==> src/rtl/register_bank_if.sv <==
// Processor-side access bus of the register bank: one strobe-qualified access per
// cycle, registered read response with valid and address-error pulses.
interface register_bank_if #(
  parameter int DATA_WIDTH = 16,
  parameter int ADDR_WIDTH = 5
);
  logic                  chip_enable;
  logic                  write_enable;
  logic [ADDR_WIDTH-1:0] address;
  logic [DATA_WIDTH-1:0] write_data;
  logic [DATA_WIDTH-1:0] read_data;
  logic                  read_valid;
  logic                  addr_error;

  modport master (
    output chip_enable, write_enable, address, write_data,
    input  read_data, read_valid, addr_error
  );

  modport slave (
    input  chip_enable, write_enable, address, write_data,
    output read_data, read_valid, addr_error
  );
endinterface

==> src/rtl/register_bank.sv <==
// Memory-mapped register block: GPR file, LED register, synchronised switches and
// debounced buttons with sticky W1C press events and a registered interrupt.
module register_bank #(
  parameter int DATA_WIDTH      = 16,
  parameter int ADDR_WIDTH      = 5,
  parameter int NUM_GPR         = 8,
  parameter int NUM_LED         = 8,
  parameter int NUM_SWITCH      = 8,
  parameter int NUM_BUTTON      = 4,
  parameter int DEBOUNCE_CYCLES = 4
) (
  input  logic                  clock,
  input  logic                  reset,
  register_bank_if.slave        bus,
  output logic [NUM_LED-1:0]    led_out,
  input  logic [NUM_SWITCH-1:0] switch_in,
  input  logic [NUM_BUTTON-1:0] button_in,
  output logic                  button_irq
);

  localparam int CNT_W = (DEBOUNCE_CYCLES > 1) ? $clog2(DEBOUNCE_CYCLES) : 1;
  localparam logic [CNT_W-1:0] CNT_LAST = CNT_W'(DEBOUNCE_CYCLES - 1);

  localparam logic [ADDR_WIDTH-1:0] A_LED   = ADDR_WIDTH'(NUM_GPR);
  localparam logic [ADDR_WIDTH-1:0] A_SW    = ADDR_WIDTH'(NUM_GPR + 1);
  localparam logic [ADDR_WIDTH-1:0] A_LEVEL = ADDR_WIDTH'(NUM_GPR + 2);
  localparam logic [ADDR_WIDTH-1:0] A_EVENT = ADDR_WIDTH'(NUM_GPR + 3);

  logic [DATA_WIDTH-1:0] r_gpr [NUM_GPR];
  logic [NUM_LED-1:0]    r_led;
  logic [NUM_SWITCH-1:0] r_sw_meta, r_sw_sync;
  logic [NUM_BUTTON-1:0] r_btn_meta, r_btn_sync;
  logic [CNT_W-1:0]      r_cnt [NUM_BUTTON];
  logic [NUM_BUTTON-1:0] r_level;
  logic [NUM_BUTTON-1:0] r_event;
  logic                  r_irq;

  logic [DATA_WIDTH-1:0] r_rdata_p1;
  logic                  r_vld_p1;
  logic                  r_err_p1;

  logic                  w_wr;
  logic                  w_rd;
  logic [DATA_WIDTH-1:0] w_rd_mux;
  logic                  w_mapped;
  logic                  w_writable;
  logic [NUM_BUTTON-1:0] w_evt_clr;
  logic [NUM_BUTTON-1:0] w_differ;
  logic [NUM_BUTTON-1:0] w_accept;
  logic [NUM_BUTTON-1:0] w_rise;

  assign w_wr = bus.chip_enable &  bus.write_enable;
  assign w_rd = bus.chip_enable & ~bus.write_enable;

  // Address decode: read mux plus mapped/writable classification of the access.
  always_comb begin
    w_rd_mux   = '0;
    w_mapped   = 1'b0;
    w_writable = 1'b0;
    for (int i = 0; i < NUM_GPR; i++) begin
      if (bus.address == ADDR_WIDTH'(i)) begin
        w_rd_mux   = r_gpr[i];
        w_mapped   = 1'b1;
        w_writable = 1'b1;
      end
    end
    if (bus.address == A_LED) begin
      w_rd_mux   = DATA_WIDTH'(r_led);
      w_mapped   = 1'b1;
      w_writable = 1'b1;
    end else if (bus.address == A_SW) begin
      w_rd_mux = DATA_WIDTH'(r_sw_sync);
      w_mapped = 1'b1;
    end else if (bus.address == A_LEVEL) begin
      w_rd_mux = DATA_WIDTH'(r_level);
      w_mapped = 1'b1;
    end else if (bus.address == A_EVENT) begin
      w_rd_mux   = DATA_WIDTH'(r_event);
      w_mapped   = 1'b1;
      w_writable = 1'b1;
    end
  end

  assign w_evt_clr = (w_wr && bus.address == A_EVENT) ? bus.write_data[NUM_BUTTON-1:0] : '0;

  // A button is accepted on the edge its counter would reach DEBOUNCE_CYCLES.
  always_comb begin
    w_differ = r_btn_sync ^ r_level;
    w_accept = '0;
    for (int b = 0; b < NUM_BUTTON; b++) begin
      w_accept[b] = w_differ[b] && (r_cnt[b] == CNT_LAST);
    end
    w_rise = w_accept & r_btn_sync;
  end

  always_ff @(posedge clock or posedge reset) begin
    if (reset) begin
      for (int i = 0; i < NUM_GPR; i++) r_gpr[i] <= '0;
      r_led <= '0;
    end else if (w_wr) begin
      for (int i = 0; i < NUM_GPR; i++) begin
        if (bus.address == ADDR_WIDTH'(i)) r_gpr[i] <= bus.write_data;
      end
      if (bus.address == A_LED) r_led <= bus.write_data[NUM_LED-1:0];
    end
  end

  always_ff @(posedge clock or posedge reset) begin
    if (reset) begin
      r_sw_meta  <= '0;
      r_sw_sync  <= '0;
      r_btn_meta <= '0;
      r_btn_sync <= '0;
      r_level    <= '0;
      r_event    <= '0;
      r_irq      <= 1'b0;
      for (int b = 0; b < NUM_BUTTON; b++) r_cnt[b] <= '0;
    end else begin
      r_sw_meta  <= switch_in;
      r_sw_sync  <= r_sw_meta;
      r_btn_meta <= button_in;
      r_btn_sync <= r_btn_meta;
      r_level    <= r_level ^ w_accept;
      // A new press outranks a simultaneous clear of the same bit.
      r_event    <= (r_event & ~w_evt_clr) | w_rise;
      r_irq      <= |r_event;
      for (int b = 0; b < NUM_BUTTON; b++) begin
        if (!w_differ[b] || w_accept[b]) r_cnt[b] <= '0;
        else                             r_cnt[b] <= r_cnt[b] + CNT_W'(1);
      end
    end
  end

  // Stage p1: registered read response; data holds between reads.
  always_ff @(posedge clock or posedge reset) begin
    if (reset) begin
      r_rdata_p1 <= '0;
      r_vld_p1   <= 1'b0;
      r_err_p1   <= 1'b0;
    end else begin
      r_vld_p1 <= w_rd;
      r_err_p1 <= bus.chip_enable & (bus.write_enable ? ~w_writable : ~w_mapped);
      if (w_rd) r_rdata_p1 <= w_rd_mux;
    end
  end

  assign bus.read_data  = r_rdata_p1;
  assign bus.read_valid = r_vld_p1;
  assign bus.addr_error = r_err_p1;
  assign led_out        = r_led;
  assign button_irq     = r_irq;

endmodule

==> src/flat_wrapper.sv <==
// flat-port wrapper written by rule: the top's interface ports become plain ports
module register_bank_flat 
#(
  parameter int DATA_WIDTH      = 16,
  parameter int ADDR_WIDTH      = 5,
  parameter int NUM_GPR         = 8,
  parameter int NUM_LED         = 8,
  parameter int NUM_SWITCH      = 8,
  parameter int NUM_BUTTON      = 4,
  parameter int DEBOUNCE_CYCLES = 4
)
  (clock, reset, led_out, switch_in, button_in, button_irq, bus_chip_enable, bus_write_enable, bus_address, bus_write_data, bus_read_data, bus_read_valid, bus_addr_error);
  register_bank_if #(.DATA_WIDTH(DATA_WIDTH), .ADDR_WIDTH(ADDR_WIDTH)) bus_i ();
  input  logic clock;
  input  logic reset;
  output logic [NUM_LED-1:0] led_out;
  input  logic [NUM_SWITCH-1:0] switch_in;
  input  logic [NUM_BUTTON-1:0] button_in;
  output logic button_irq;
  input wire logic [$bits(bus_i.chip_enable)-1:0] bus_chip_enable;
  input wire logic [$bits(bus_i.write_enable)-1:0] bus_write_enable;
  input wire logic [$bits(bus_i.address)-1:0] bus_address;
  input wire logic [$bits(bus_i.write_data)-1:0] bus_write_data;
  output wire logic [$bits(bus_i.read_data)-1:0] bus_read_data;
  output wire logic [$bits(bus_i.read_valid)-1:0] bus_read_valid;
  output wire logic [$bits(bus_i.addr_error)-1:0] bus_addr_error;
  assign bus_i.chip_enable = bus_chip_enable;
  assign bus_i.write_enable = bus_write_enable;
  assign bus_i.address = bus_address;
  assign bus_i.write_data = bus_write_data;
  assign bus_read_data = bus_i.read_data;
  assign bus_read_valid = bus_i.read_valid;
  assign bus_addr_error = bus_i.addr_error;
  register_bank #(.DATA_WIDTH(DATA_WIDTH), .ADDR_WIDTH(ADDR_WIDTH), .NUM_GPR(NUM_GPR), .NUM_LED(NUM_LED), .NUM_SWITCH(NUM_SWITCH), .NUM_BUTTON(NUM_BUTTON), .DEBOUNCE_CYCLES(DEBOUNCE_CYCLES)) u_core (.clock(clock), .reset(reset), .bus(bus_i), .led_out(led_out), .switch_in(switch_in), .button_in(button_in), .button_irq(button_irq));
endmodule
==> config.mk <==
export PLATFORM = sky130hd
export DESIGN_NAME = register_bank_flat
export DESIGN_NICKNAME = d
export VERILOG_FILES = /design/src/rtl/register_bank_if.sv /design/src/rtl/register_bank.sv /design/src/flat_wrapper.sv
export SDC_FILE = /design/constraint.sdc
export NUM_CORES = 1
export LEC_CHECK = 0
export ABC_AREA = 1
export CAP_MARGIN = 30
export CORE_ASPECT_RATIO = 2
export CORE_MARGIN = 2
export CORE_UTILIZATION = 30
export DETAILED_ROUTE_END_ITERATION = 10
export PLACE_DENSITY = 0.51
export SETUP_SLACK_MARGIN = 0.02
export SLEW_MARGIN = 10
export SYNTH_ARGS = -nofsm -noshare
export SYNTH_HDL_FRONTEND = slang
export SYNTH_SLANG_ARGS = --single-unit
export TNS_END_PERCENT = 10
==> constraint.sdc <==
create_clock -name clock -period 15.1 [get_ports clock]
set_clock_uncertainty 0.15 [all_clocks]
set_input_delay 3.02 -clock clock [delete_from_list [all_inputs] [get_ports clock]]
set_output_delay 3.02 -clock clock [all_outputs]
set_load 0.005 [all_outputs]
==> impl_metrics.py, run 1 <==
metrics = {
    "global_route": {
        "grt_pass1_vias": 6146,
        "grtUsageTotal": 0.155,
        "antenna_found_initial": 0,
        "grt_max_degree": 105,
        "grt_pass1_wl_mm": 33.8,
        "grt-ovfl-total": 0,
    },
    "timing": {
        "slew_viol_final": 0,
        "worstMarginPinSlew_ns": 0.940,
        "finalHoldViolCount": 0,
        "rsz0062_at_grt": "no",
        "finalSetupTns_ns": 0,
        "max_slew_margin": 0.372,
        "finalCriticalPeriod_ns": 5.43,
        "finalCritPeriodShare": 0.360,
        "max_freq_mhz": 184,
        "setup_viol": 0,
    },
    "worst_setup_path": {
        "cp.required_ns": 15.29,
        "start_kind": "primary input",
        "cp_slowest_cell": "nand2_1",
        "crit_fanout": 32,
        "slowest_delay_ns": 0.66,
        "r2r_end": "u_core.bus.read_data[13]",
        "path_cells": "clkdlybuf4s50_1 -> nor2_2 -> nand4_1 -> inv_1 -> nand2_1 -> o21ai_0",
        "cp.arrival_ns": 5.62,
        "end_kind": "flip-flop",
        "rr_startpoint": "u_core.r_gpr[77]",
        "crit_type": "in -> reg",
        "rrSetupSlack_ns": 13.53,
        "reg2reg_depth": 6,
    },
    "min_path": {
        "hp-class": "reg -> reg",
        "min_path_cells": 0,
        "holdPathEnd": "u_core.r_btn_sync[3]",
        "hp-start": "u_core.r_btn_meta[3]",
    },
    "final_layout": {
        "regArea_um2": 4880,
        "final_util": 0.362,
        "drive_gt1_frac": 0.0631,
        "nets": 1010,
        "multi_input_area_um2": 2810,
        "stdcell_area_um2": 9710,
        "diodes": 0,
        "syn_to_final_growth_pct": 19.7,
        "nFillCells": 2797,
    },
    "placed_design": {
        "portBuffers": 63,
        "post_dp_cell_area_um2": 9040,
        "gp_congestion": 0.782,
        "place_hpwl_mm": 14.5,
    },
    "logic_synthesis": {
        "synth_ff_type": "dfrtp_1",
        "ys_types": 28,
        "syn_inst": 916,
        "ys.warnings.count": 0,
        "syn_nets": 957,
        "yosys-top-cells-area": "dfrtp_1 60%, nand2_1 15%, o21ai_0 9.9%",
        "ys_seq_area_frac": 0.601,
        "synth_edf_count": 0,
        "synth_top_cell_by_area": "dfrtp_1",
        "synth_top_cell_area_share": 0.601,
        "avgSynthCellArea_um2": 8.86,
        "synth-seq-cells": 195,
        "async_flop_share": 1.00,
        "syn-cell-area_um2": 8120,
        "yosysMostFrequentCell": "nand2_1",
        "yosys-top-cells-count": "319 x nand2_1, 195 x dfrtp_1, 161 x o21ai_0",
    },
    "floorplan": {
        "fp.dieW_um": 120,
        "die_h_um": 237,
        "core_area_um2": 26800,
        "start_util": 0.303,
        "ios": 64,
        "dieArea_um2": 28500,
        "num_rows": 85,
    },
    "run_status": {
        "outcome": "completed",
    },
    "cts": {
        "ctsLongestPathBuffers": 2,
        "h-tree-depth": 4,
        "cts_tree": "yes",
        "hold_buffers": 0,
        "post_cts_buffers": 0,
        "cts_sinks": 195,
        "cts_buffers": 17,
        "clkSlewWorstSetupHoldPaths_ns": 0.07,
        "root_buffer": "clkbuf_16",
        "clkLatencyLatePin_ns": 0.44,
        "post_cts_resized": 0,
    },
    "power_and_ir_drop": {
        "power.density_nw_per_um2": 128,
        "vdd_drop_max_v": 0.0000762,
        "leakage_nw": 4.58,
    },
    "run": {
        "maxCapViolCount": 0,
    },
    "routing": {
        "drtPass1Iterations": 5,
        "remaining_drc_errors": 0,
        "ant_nets": 0,
        "drt-total-wl_mm": 20.9,
        "drtIter0Drc": 328,
        "routedWlPerCell_um": 15.7,
        "via_count": 6184,
        "via_per_inst": 4.65,
    },
}
## registers in the layout (all words and copies together) (netlist names), named ones only
| signal | flops |
|---|---|
| u_core.r_gpr | 128 |
| u_core.r_event | 4 |
| u_core.r_btn_meta | 4 |
| u_core.button_irq | 1 |
| u_core.bus.addr_error | 1 |
| u_core.bus.read_data | 16 |
| u_core.r_sw_sync | 8 |
| u_core.r_sw_meta | 8 |
| u_core.led_out | 8 |
| u_core.bus.read_valid | 1 |
| u_core.r_cnt | 8 |
| u_core.r_btn_sync | 4 |
## cells in the final DEF, fill, tap and decap left out, drive strengths merged, types with 2 or more instances in the layout
cell             n
o211ai           2
bufinv           3
o22ai            3
o21a             5
nor2            54
dfrtp          195
nand4           24
nand2          323
inv             70
clkinv           2
clkdlybuf4s50   63
clkbuf          18
o21bai           4
nand3           20
buf              7
ha               4
o21ai          163
a21oi           16
clkinvlp         2
## metal layers
metal / vias up / track usage / wire length, um
li1: 3071 / - / -
met1: 2985 / 0.178 / 8580
met2: 103 / 0.280 / 11200
met3: 25 / 0.0282 / 584
met4: 0 / 0.0610 / 512
met5: - / 0 / 0
## area by class of cell
class,count,area share
clock inverters,14,0.0197
clock buffers,18,0.0452
well taps,348,0.0448
flip-flops and latches,195,0.502
inverters,63,0.0251
repair buffers,70,0.0730
multi-input cells,622,0.290
## logic make-up after synthesis
| logic type | Yosys count | synth area share |
|---|---|---|
| simple gates | 423 | 0.216 |
| compound gates | 195 | 0.125 |
| flops | 195 | 0.601 |
| buf+inv | 99 | 0.0521 |
| fa+ha+maj | 4 | 0.00617 |
## critical path: cells and delay by family
kind	cells	cell delay [ns]
AO/OA/AOI/OAI	1	0.40
AND/OR/NAND/NOR	3	1.25
buffers and inverters	2	0.94
## how the worst max path moves through the flow
stage	startpoint	endpoint	slack (ns)	depth (start not counted)
after global routing	bus_address[4]	u_core.r_gpr[72]	9.44	6
final	bus_address[4]	u_core.r_gpr[72]	9.67	6
after global placement	bus_address[4]	u_core.r_gpr[84]	9.29	6
after detailed placement	bus_address[4]	u_core.r_gpr[70]	9.21	6
after CTS	bus_address[4]	u_core.r_gpr[72]	9.68	6
after floorplan	reset	async pin	6.62	1
## per-stage QoR
stage               hold WS [ns]  power [W]  setup WS [ns]  cells
CTS                        0.202    0.00126           9.68   1327
floorplan                  0.181   0.000717           6.62    916
global placement           0.183   0.000770           9.29   1294
global route               0.212    0.00131           9.44   1330
detailed placement         0.185   0.000775           9.21   1295
finish                     0.200    0.00125           9.67   1330
## where the power goes
group | total [W] | internal [W] | switching, W
clock network | 0.000485 | 0.000271 | 0.000214
registers | 0.000633 | 0.000592 | 0.0000408
logic | 0.000130 | 0.0000569 | 0.0000730
total | 0.00125 | 0.000920 | 0.000327
Note: power is estimated with default switching activity, not from simulation.
==> run 2: changes to the inputs <==
Settings changed: PLACE_DENSITY 0.51 to 0.52.
Clock period 15.1 ns to 4.9 ns, I/O delays scaled along.
==> impl_metrics.py, run 2 (synthesis results as in run 1) <==
metrics = {
    "worst_setup_path": {
        "r2r_end": "u_core.bus.read_data[12]",
        "rrSetupSlack_ns": 3.40,
        "path_cells": "clkdlybuf4s50_1 -> nor2_2 -> nand4_1 -> inv_1 -> nand2_1 -> nand2_1 -> o21ai_0",
        "start_kind": "primary input",
        "rr_startpoint": "u_core.r_gpr[76]",
        "crit_type": "in -> reg",
        "reg2reg_depth": 6,
        "cp.required_ns": 5.04,
        "path_delay_family": "simple AND/OR/NAND/NOR gates",
        "slowest_delay_ns": 0.60,
        "critical_path_depth": 7,
        "cp.arrival_ns": 3.37,
        "cp_slowest_cell": "nand2_1",
        "crit_fanout": 32,
        "cp_num_buf_inv": 2,
        "crit_top_cell": "nand2_1",
        "end_kind": "flip-flop",
    },
    "power_and_ir_drop": {
        "vdd_drop_max_v": 0.000277,
        "leakage_nw": 4.58,
        "fin_total_pwr_w": 0.00374,
        "power.density_nw_per_um2": 385,
    },
    "routing": {
        "met3_length_um": 556,
        "routedWlPerCell_um": 15.9,
        "met2WireLength_mm": 11.7,
        "via_count": 6283,
        "top_layer_used": "met4",
        "drt-total-wl_mm": 21.1,
        "ant_nets": 0,
        "via_per_inst": 4.71,
        "m1WireLength_mm": 8.35,
        "drtPass1Iterations": 4,
        "drtIter0Drc": 392,
        "remaining_drc_errors": 0,
    },
    "cts": {
        "root_buffer": "clkbuf_16",
        "cts_sinks": 195,
        "cts_tree": "yes",
        "post_cts_buffers": 0,
        "h-tree-depth": 4,
        "cts_buffers": 17,
        "post_cts_resized": 0,
        "clkLatencyLatePin_ns": 0.44,
        "ctsLongestPathBuffers": 2,
        "clkSlewWorstSetupHoldPaths_ns": 0.07,
        "hold_buffers": 0,
    },
    "timing": {
        "max_slew_margin": 0.395,
        "finalSetupTns_ns": 0,
        "finalCritPeriodShare": 0.660,
        "whs_ns": 0.199,
        "finalHoldViolCount": 0,
        "worstMarginPinSlew_ns": 0.906,
        "max_freq_mhz": 309,
        "setup_viol": 0,
        "finalCriticalPeriod_ns": 3.23,
        "slew_viol_final": 0,
        "rsz0062_at_grt": "no",
    },
    "floorplan": {
        "num_rows": 85,
        "fp.dieW_um": 120,
        "core_area_um2": 26800,
        "die_h_um": 237,
        "dieArea_um2": 28500,
        "ios": 64,
        "start_util": 0.303,
    },
    "global_route": {
        "antenna_found_initial": 0,
        "grt_pass1_wl_mm": 33.9,
        "grt_max_degree": 73,
        "grtUsageTotal": 0.155,
        "grt_pass1_vias": 6235,
        "grt-ovfl-total": 0,
    },
    "final_layout": {
        "top_register": "u_core.r_gpr",
        "largest_reg_flops": 128,
        "final_cell_mix": "319 x nand2_1, 195 x dfrtp_1, 161 x o21ai_0",
        "layout_commonest_cell": "nand2_1",
        "regArea_um2": 4880,
        "nets": 1013,
        "multi_input_area_um2": 2810,
        "syn_to_final_growth_pct": 19.7,
        "diodes": 0,
        "final_util": 0.362,
        "stdcell_area_um2": 9710,
        "nFillCells": 2774,
        "drive_gt1_frac": 0.0640,
    },
    "min_path": {
        "holdPathEnd": "u_core.r_btn_sync[2]",
        "hp-class": "reg -> reg",
        "min_path_cells": 0,
        "hp-start": "u_core.r_btn_meta[2]",
    },
    "placed_design": {
        "gp_congestion": 0.759,
        "place_hpwl_mm": 15.1,
        "portBuffers": 63,
        "post_dp_cell_area_um2": 9120,
    },
    "run": {
        "maxCapViolCount": 0,
    },
    "run_status": {
        "outcome": "completed",
    },
}
## run 2: changes by cell type in the layout (fill, tap and decap cells not counted), sizes merged
| cell | before | now |
|---|---|---|
| clkbuf | 18 | 20 |
| bufinv | 3 | 2 |
| buf | 7 | 10 |
| clkinv | 2 | 8 |
| inv | 70 | 63 |
## run 2: final cells by class
class                           count  share of cell area
Tap cell                          348              0.0448
Multi-Input combinational cell    622               0.290
Inverter                           63              0.0247
Timing Repair Buffer               73              0.0790
Sequential cell                   195               0.502
Clock buffer                       20              0.0460
Clock inverter                     12              0.0135
## run 2: how the worst max path moves through the flow
stage,slack (ns),start,end
4_1_cts,1.59,bus_address[4],u_core.r_gpr[65]
3_5_place_dp,1.12,bus_address[4],u_core.r_gpr[73]
3_3_place_gp,1.24,bus_address[0],u_core.r_gpr[44]
5_1_grt,1.40,bus_address[4],u_core.r_gpr[65]
6_report,1.67,bus_address[4],u_core.r_gpr[70]
2_1_floorplan,1.25,reset,async pin
## run 2: metal layers
| layer | track usage | up-vias |
|---|---|---|
| li1 | - | 3071 |
| met4 | 0.0557 | 0 |
| met3 | 0.0263 | 29 |
| met5 | 0 | - |
| met2 | 0.291 | 115 |
| met1 | 0.172 | 3068 |
## run 2: stage by stage
step / setup WS [ns] / std cells
floorplan: 1.25 / 916
global placement: 1.24 / 1298
detailed placement: 1.12 / 1300
CTS: 1.59 / 1332
global route: 1.40 / 1333
finish: 1.67 / 1333
## run 2: where the power goes
part	internal (W)	leakage [nW]	switching, W
Sequential	0.00183	2.54	0.000125
Combinational	0.000180	1.76	0.000230
Clock	0.000766	0.284	0.000611
